## src/rtl/downcounter_ctrl_if.sv

```systemverilog
// Host-side bundle for the countdown sequencer: control inputs plus the
// registered count/status returned by the sequencer.
`timescale 1ns/1ps
interface downcounter_ctrl_if #(
  parameter int WIDTH = 4
) ();
  logic             start;
  logic [WIDTH-1:0] load_val;
  logic             pause;
  logic             abort;
  logic [WIDTH-1:0] count;
  logic             busy;
  logic             done;
  logic [1:0]       state;

  modport master (
    output start, load_val, pause, abort,
    input  count, busy, done, state
  );

  modport slave (
    input  start, load_val, pause, abort,
    output count, busy, done, state
  );
endinterface

```

## src/rtl/downcounter_ctrl.sv

```systemverilog
// Countdown sequencer owning a WIDTH-bit down counter with a DIV-cycle prescaler.
// Optional macro AUTO_RELOAD_EN: DONE reloads the last start value and keeps running.
`timescale 1ns/1ps
module downcounter_ctrl #(
  parameter int WIDTH = 4,
  parameter int DIV   = 1
) (
  input  logic              clock,
  input  logic              reset,
  downcounter_ctrl_if.slave bus
);

  localparam int            PW         = (DIV > 1) ? $clog2(DIV) : 1;
  localparam logic [PW-1:0] PRESC_LAST = PW'(DIV - 1);

  typedef enum logic [1:0] {
    IDLE   = 2'b00,
    RUN    = 2'b01,
    PAUSED = 2'b10,
    DONE   = 2'b11
  } state_t;

  state_t           state_q, state_d;
  logic [WIDTH-1:0] count_q, count_d;
  logic [PW-1:0]    presc_q, presc_d;
  logic             tick;
`ifdef AUTO_RELOAD_EN
  logic [WIDTH-1:0] reload_q, reload_d;
`endif

  // Floor at zero so a stray tick can never wrap the count.
  function automatic logic [WIDTH-1:0] sat_dec(input logic [WIDTH-1:0] v);
    return (v == '0) ? '0 : v - 1'b1;
  endfunction

  assign tick = (presc_q == PRESC_LAST);

  always_comb begin
    state_d = state_q;
    count_d = count_q;
    presc_d = presc_q;
`ifdef AUTO_RELOAD_EN
    reload_d = reload_q;
`endif
    case (state_q)
      IDLE: begin
        presc_d = '0;
        if (bus.start) begin
          count_d = bus.load_val;
`ifdef AUTO_RELOAD_EN
          reload_d = bus.load_val;
`endif
          state_d = (bus.load_val != '0) ? RUN : DONE;
        end
      end
      RUN: begin
        if (bus.abort) begin
          state_d = IDLE;
          count_d = '0;
          presc_d = '0;
        end else if (bus.pause) begin
          state_d = PAUSED;
        end else if (tick) begin
          presc_d = '0;
          count_d = sat_dec(count_q);
          if (count_q <= WIDTH'(1)) state_d = DONE;
        end else begin
          presc_d = presc_q + 1'b1;
        end
      end
      PAUSED: begin
        if (bus.abort) begin
          state_d = IDLE;
          count_d = '0;
          presc_d = '0;
        end else if (!bus.pause) begin
          state_d = RUN;
        end
      end
      DONE: begin
        count_d = '0;
        presc_d = '0;
        state_d = IDLE;
`ifdef AUTO_RELOAD_EN
        // A zero reload would immediately complete again; stop instead of looping.
        if (!bus.abort && reload_q != '0) begin
          state_d = RUN;
          count_d = reload_q;
        end
`endif
      end
      default: begin
        state_d = IDLE;
        count_d = '0;
        presc_d = '0;
      end
    endcase
  end

  always_ff @(posedge clock or posedge reset) begin
    if (reset) begin
      state_q  <= IDLE;
      count_q  <= '0;
      presc_q  <= '0;
`ifdef AUTO_RELOAD_EN
      reload_q <= '0;
`endif
    end else begin
      state_q  <= state_d;
      count_q  <= count_d;
      presc_q  <= presc_d;
`ifdef AUTO_RELOAD_EN
      reload_q <= reload_d;
`endif
    end
  end

  assign bus.count = count_q;
  assign bus.state = state_q;
  assign bus.busy  = (state_q == RUN) || (state_q == PAUSED);
  assign bus.done  = (state_q == DONE);

endmodule
```

## src/flat_wrapper.sv

```systemverilog
// flat-port wrapper written by rule: the top's interface ports become plain ports
module downcounter_ctrl_flat 
#(
  parameter int WIDTH = 4,
  parameter int DIV   = 1
)
  (clock, reset, bus_start, bus_load_val, bus_pause, bus_abort, bus_count, bus_busy, bus_done, bus_state);
  downcounter_ctrl_if #(.WIDTH(WIDTH)) bus_i ();
  input  logic clock;
  input  logic reset;
  input wire logic [$bits(bus_i.start)-1:0] bus_start;
  input wire logic [$bits(bus_i.load_val)-1:0] bus_load_val;
  input wire logic [$bits(bus_i.pause)-1:0] bus_pause;
  input wire logic [$bits(bus_i.abort)-1:0] bus_abort;
  output wire logic [$bits(bus_i.count)-1:0] bus_count;
  output wire logic [$bits(bus_i.busy)-1:0] bus_busy;
  output wire logic [$bits(bus_i.done)-1:0] bus_done;
  output wire logic [$bits(bus_i.state)-1:0] bus_state;
  assign bus_i.start = bus_start;
  assign bus_i.load_val = bus_load_val;
  assign bus_i.pause = bus_pause;
  assign bus_i.abort = bus_abort;
  assign bus_count = bus_i.count;
  assign bus_busy = bus_i.busy;
  assign bus_done = bus_i.done;
  assign bus_state = bus_i.state;
  downcounter_ctrl #(.WIDTH(WIDTH), .DIV(DIV)) u_core (.clock(clock), .reset(reset), .bus(bus_i));
endmodule
```

## config.mk

```make
export PLATFORM = sky130hd
export DESIGN_NAME = downcounter_ctrl_flat
export DESIGN_NICKNAME = d
export VERILOG_FILES = /design/src/rtl/downcounter_ctrl_if.sv /design/src/rtl/downcounter_ctrl.sv /design/src/flat_wrapper.sv
export SDC_FILE = /design/constraint.sdc
export NUM_CORES = 1
export LEC_CHECK = 0
export CORE_AREA = 3 3 40 42
export CTS_CLUSTER_SIZE = 20
export DETAILED_ROUTE_END_ITERATION = 7
export DIE_AREA = 0 0 43 45
export GPL_TIMING_DRIVEN = 0
export HOLD_SLACK_MARGIN = 0.1
export PLACE_DENSITY = 0.67
export SYNTH_ARGS = -nofsm -noshare
export SYNTH_HDL_FRONTEND = slang
export SYNTH_SLANG_ARGS = --single-unit
```

## constraint.sdc

```tcl
create_clock -name clock -period 1.95 [get_ports clock]
set_input_delay 0.4875 -clock clock [delete_from_list [all_inputs] [get_ports clock]]
set_output_delay 0.4875 -clock clock [all_outputs]
set_load 0.05 [all_outputs]
```

==> out/qor.csv <==
stage,metric,value,unit
status,outcome,finished clean,
sta,setup_viol,0,
pwr,peakVddDrop,0.7883,mV
route,ant_nets,0,
placed_design,dp_hpwl,872.9,um
floorplanning,initial_core_util,37.97,%
cells_and_area,diodes,0,
global_route,antenna_found_initial,0,
cells_and_area,fill_cells,132,
floorplanning,ios,17,
floorplanning,dieArea,1935,um^2
sta,fin_crit_sh,91.13,%
synth,yosys.cell_types.count,25,
pwr,p_total,0.001168,W
floorplanning,std_cell_rows,13,
sta,min_period,1777,ps
floorplanning,fp.coreArea,1285,um^2
sta,skew,1.416,ps
global_route,grt_pass1_wl,1787,um
cts,htree_levels,1,
worst_setup_path,path_max_fanout,4,
worst_setup_path,crit_chain,"ha_1, dlygate4sd2_1",
worst_setup_path,crit_family,buffers and inverters,
synth,avgSynthCellArea,9.759,um^2
cells_and_area,drive_above_1_share,15.94,%
route,drc,0,
global_route,grt_max_degree,9,
route,drt_wl_total,1059,um
floorplanning,die_h,45,um
worst_setup_path,r2r-end,u_core.bus.count[2],
cells_and_area,seqCellArea,150.1,um^2
worst_setup_path,critPathRequiredTime,1460,ps
cells_and_area,final_common_cell,clkdlybuf4s50_1,
synth,ys_ff_latch,6,
cts,cts_buffers,3,
route,drt_first_pass_iters,4,
worst_setup_path,r2r.worst_path.cells,6,
cells_and_area,final_cell_mix,"clkdlybuf4s50_1, a21oi_1, dlygate4sd2_1, dfrtp_1",
cts,cts.clk_slew.worst_paths,40,ps
placed_design,dpl_cell_area,666.9,um^2
synth,syn_nets,64,
worst_setup_path,cp-start-kind,register,
cells_and_area,multi_input_area,304.0,um^2
global_route,grtUsageTotal,12.42,%
cells_and_area,fin_util,52.87,%
cts,clock_latency,230,ps
worst_setup_path,critPathBufInv,1,
sta,maxSlewHeadroom,65.68,%
sta,worstMarginPinSlew,513.9,ps
cts,tritoncts,yes,
route,vias_per_cell,5.000,
pwr,p_leak,0.3313,nW
worst_setup_path,arrival,1290,ps
sta,fmax,562.7,MHz
worst_setup_path,r2r-start,u_core.bus.state[1],
placed_design,place.gp.congestion,0.7653,
placed_design,place_inst,81,
route,wire_per_inst,12.61,um
floorplanning,dieWidth,43,um
synth,ys_seq_area_share,30.77,%
cts,cts_root_buf,clkbuf_4,
synth,synthCells,50,
route,drt_iter0_drc,13,
global_route,grt_pass1_vias,422,
cells_and_area,nets,85,
cts,post_cts_buffers,0,
cts,max-clock-path-buffers,2,
run,maxCapViolCount,0,
worst_setup_path,max_stage_delay,520,ps
cells_and_area,instances_no_fill,84,
hold_path,hp-class,in -> async,
cells_and_area,final_area,679.4,um^2
worst_setup_path,cpMaxStageDelayCell,dlygate4sd2_1,
cts,cts_num_sinks,6,
worst_setup_path,crit_type,reg -> out,
synth,yosys_warnings,0,
pwr,power_density,1719,nW/um^2
route,vias,420,
synth,syn_area,488.0,um^2
worst_setup_path,rrSetupSlack,290,ps
worst_setup_path,endpoint_kind,output pin,
cells_and_area,syn2layout_area_growth,39.23,%
placed_design,portBuffers,16,
sta,slew_violations,0,
sta,finalHoldViolCount,0,
sta,rsz0062_at_grt,false,
global_route,grt-ovfl-total,0,
==> how the worst max path moves through the flow <==
| stage | endpoint | slack, ps | from | depth (start not counted) |
|---|---|---|---|---|
| 6_report | bus_done | 170 | u_core.bus.state[1] | 2 |
| 5_1_grt | bus_done | 90 | u_core.bus.state[1] | 2 |
| 3_3_place_gp | bus_busy | -100 | u_core.bus.state[0] | 3 |
| 2_1_floorplan | bus_busy | 60 | u_core.bus.state[0] | 2 |
| 3_5_place_dp | bus_busy | -100 | u_core.bus.state[1] | 3 |
| 4_1_cts | bus_state[0] | 0.7 | u_core.bus.state[0] | 1 |
==> synth_stat cells <==
master | n | area share, %
o311ai_4 | 1 | 5.4
nor3_1 | 2 | 2.1
a22oi_1 | 1 | 1.5
a211oi_1 | 1 | 1.5
ha_1 | 5 | 13
inv_1 | 5 | 3.8
nor3b_4 | 1 | 3.8
dfrtp_1 | 6 | 31
o21ai_1 | 1 | 1.0
nor2_1 | 2 | 1.5
o21ai_2 | 1 | 1.8
nor3_2 | 1 | 2.1
o21ai_0 | 4 | 4.1
nand2b_4 | 1 | 2.8
or2b_1 | 1 | 1.5
o22ai_1 | 1 | 1.3
nand2_1 | 2 | 1.5
a21oi_1 | 7 | 7.2
nand3b_1 | 1 | 1.5
nand2b_1 | 1 | 1.3
buf_8 | 1 | 3.1
nor4_1 | 1 | 1.3
o211a_1 | 1 | 2.1
o31a_2 | 1 | 2.1
and4b_1 | 1 | 2.1
==> state kept, by name (all words and copies together) (netlist names) <==
register and flops:
u_core.bus.count 4, u_core.bus.state 2
==> cells by family (layout without fill, tap and decap cells) <==
group	Yosys count	count (layout)	share of synthesized area (%)
AOI/OAI and AO/OA	19	19	27.95
and+or+nand+nor	14	14	21.54
DFF	6	6	30.77
buffers and inverters	6	25	6.923
adders and majority gates	5	5	12.82
==> power breakdown <==
part / total (W) / switching [W] / internal [W] / leakage [nW]
Sequential: 0.000242 / 0.0000649 / 0.000177 / 0.0770
Combinational: 0.000821 / 0.000547 / 0.000274 / 0.240
Clock: 0.000105 / 0.0000362 / 0.0000690 / 0.0138
Total: 0.00117 / 0.000648 / 0.000520 / 0.331
==> worst reg2reg max path: cells and delay by family (launching register included) <==
kind / cells / cell delay (ps)
adder cells (fa/ha/maj): 1 / 270
flip-flops: 1 / 400
AO/OA/AOI/OAI: 2 / 200
buffers and inverters: 1 / 130
AND/OR/NAND/NOR: 2 / 560
==> layer usage <==
metal	GRT usage [%]	wire length, um	part of all wire [%]	vias up
li1	-	-	-	220
met1	16.75	502	47	194
met2	18.26	533	50	6
met3	2.789	23	2.2	0
met4	7.229	0	0	0
met5	0	0	0	-
==> per-stage QoR <==
| stage | setup WS [ps] | hold WS [ps] | setup TNS, ps |
|---|---|---|---|
| 3_5_place_dp | -104.0 | 594.0 | -104.0 |
| 6_report | 173.0 | 453.8 | 0 |
| 4_1_cts | 0.7481 | 450.2 | 0 |
| 3_3_place_gp | -96.88 | 590.9 | -96.88 |
| 5_1_grt | 90.09 | 460.4 | 0 |
| 2_1_floorplan | 63.66 | 278.5 | 0 |
==> layout make-up <==
class                      instances  area share (%)
timing repair buffer              16           22.10
inverter                           5           2.762
buffer                             1           2.210
sequential                         6           22.10
multi-input combinational         38           44.75
tap                               15           2.762
clock buffer                       3           3.315
==> what timing repair did <==
item / in CTS / in global routing
endpoints found under the setup margin: 7 / 2
hold buffers: 0 / 0
hold endpoints to repair: 0 / 0
gates resized for setup: 9 / 3
Power figures use the tool's default switching activity.
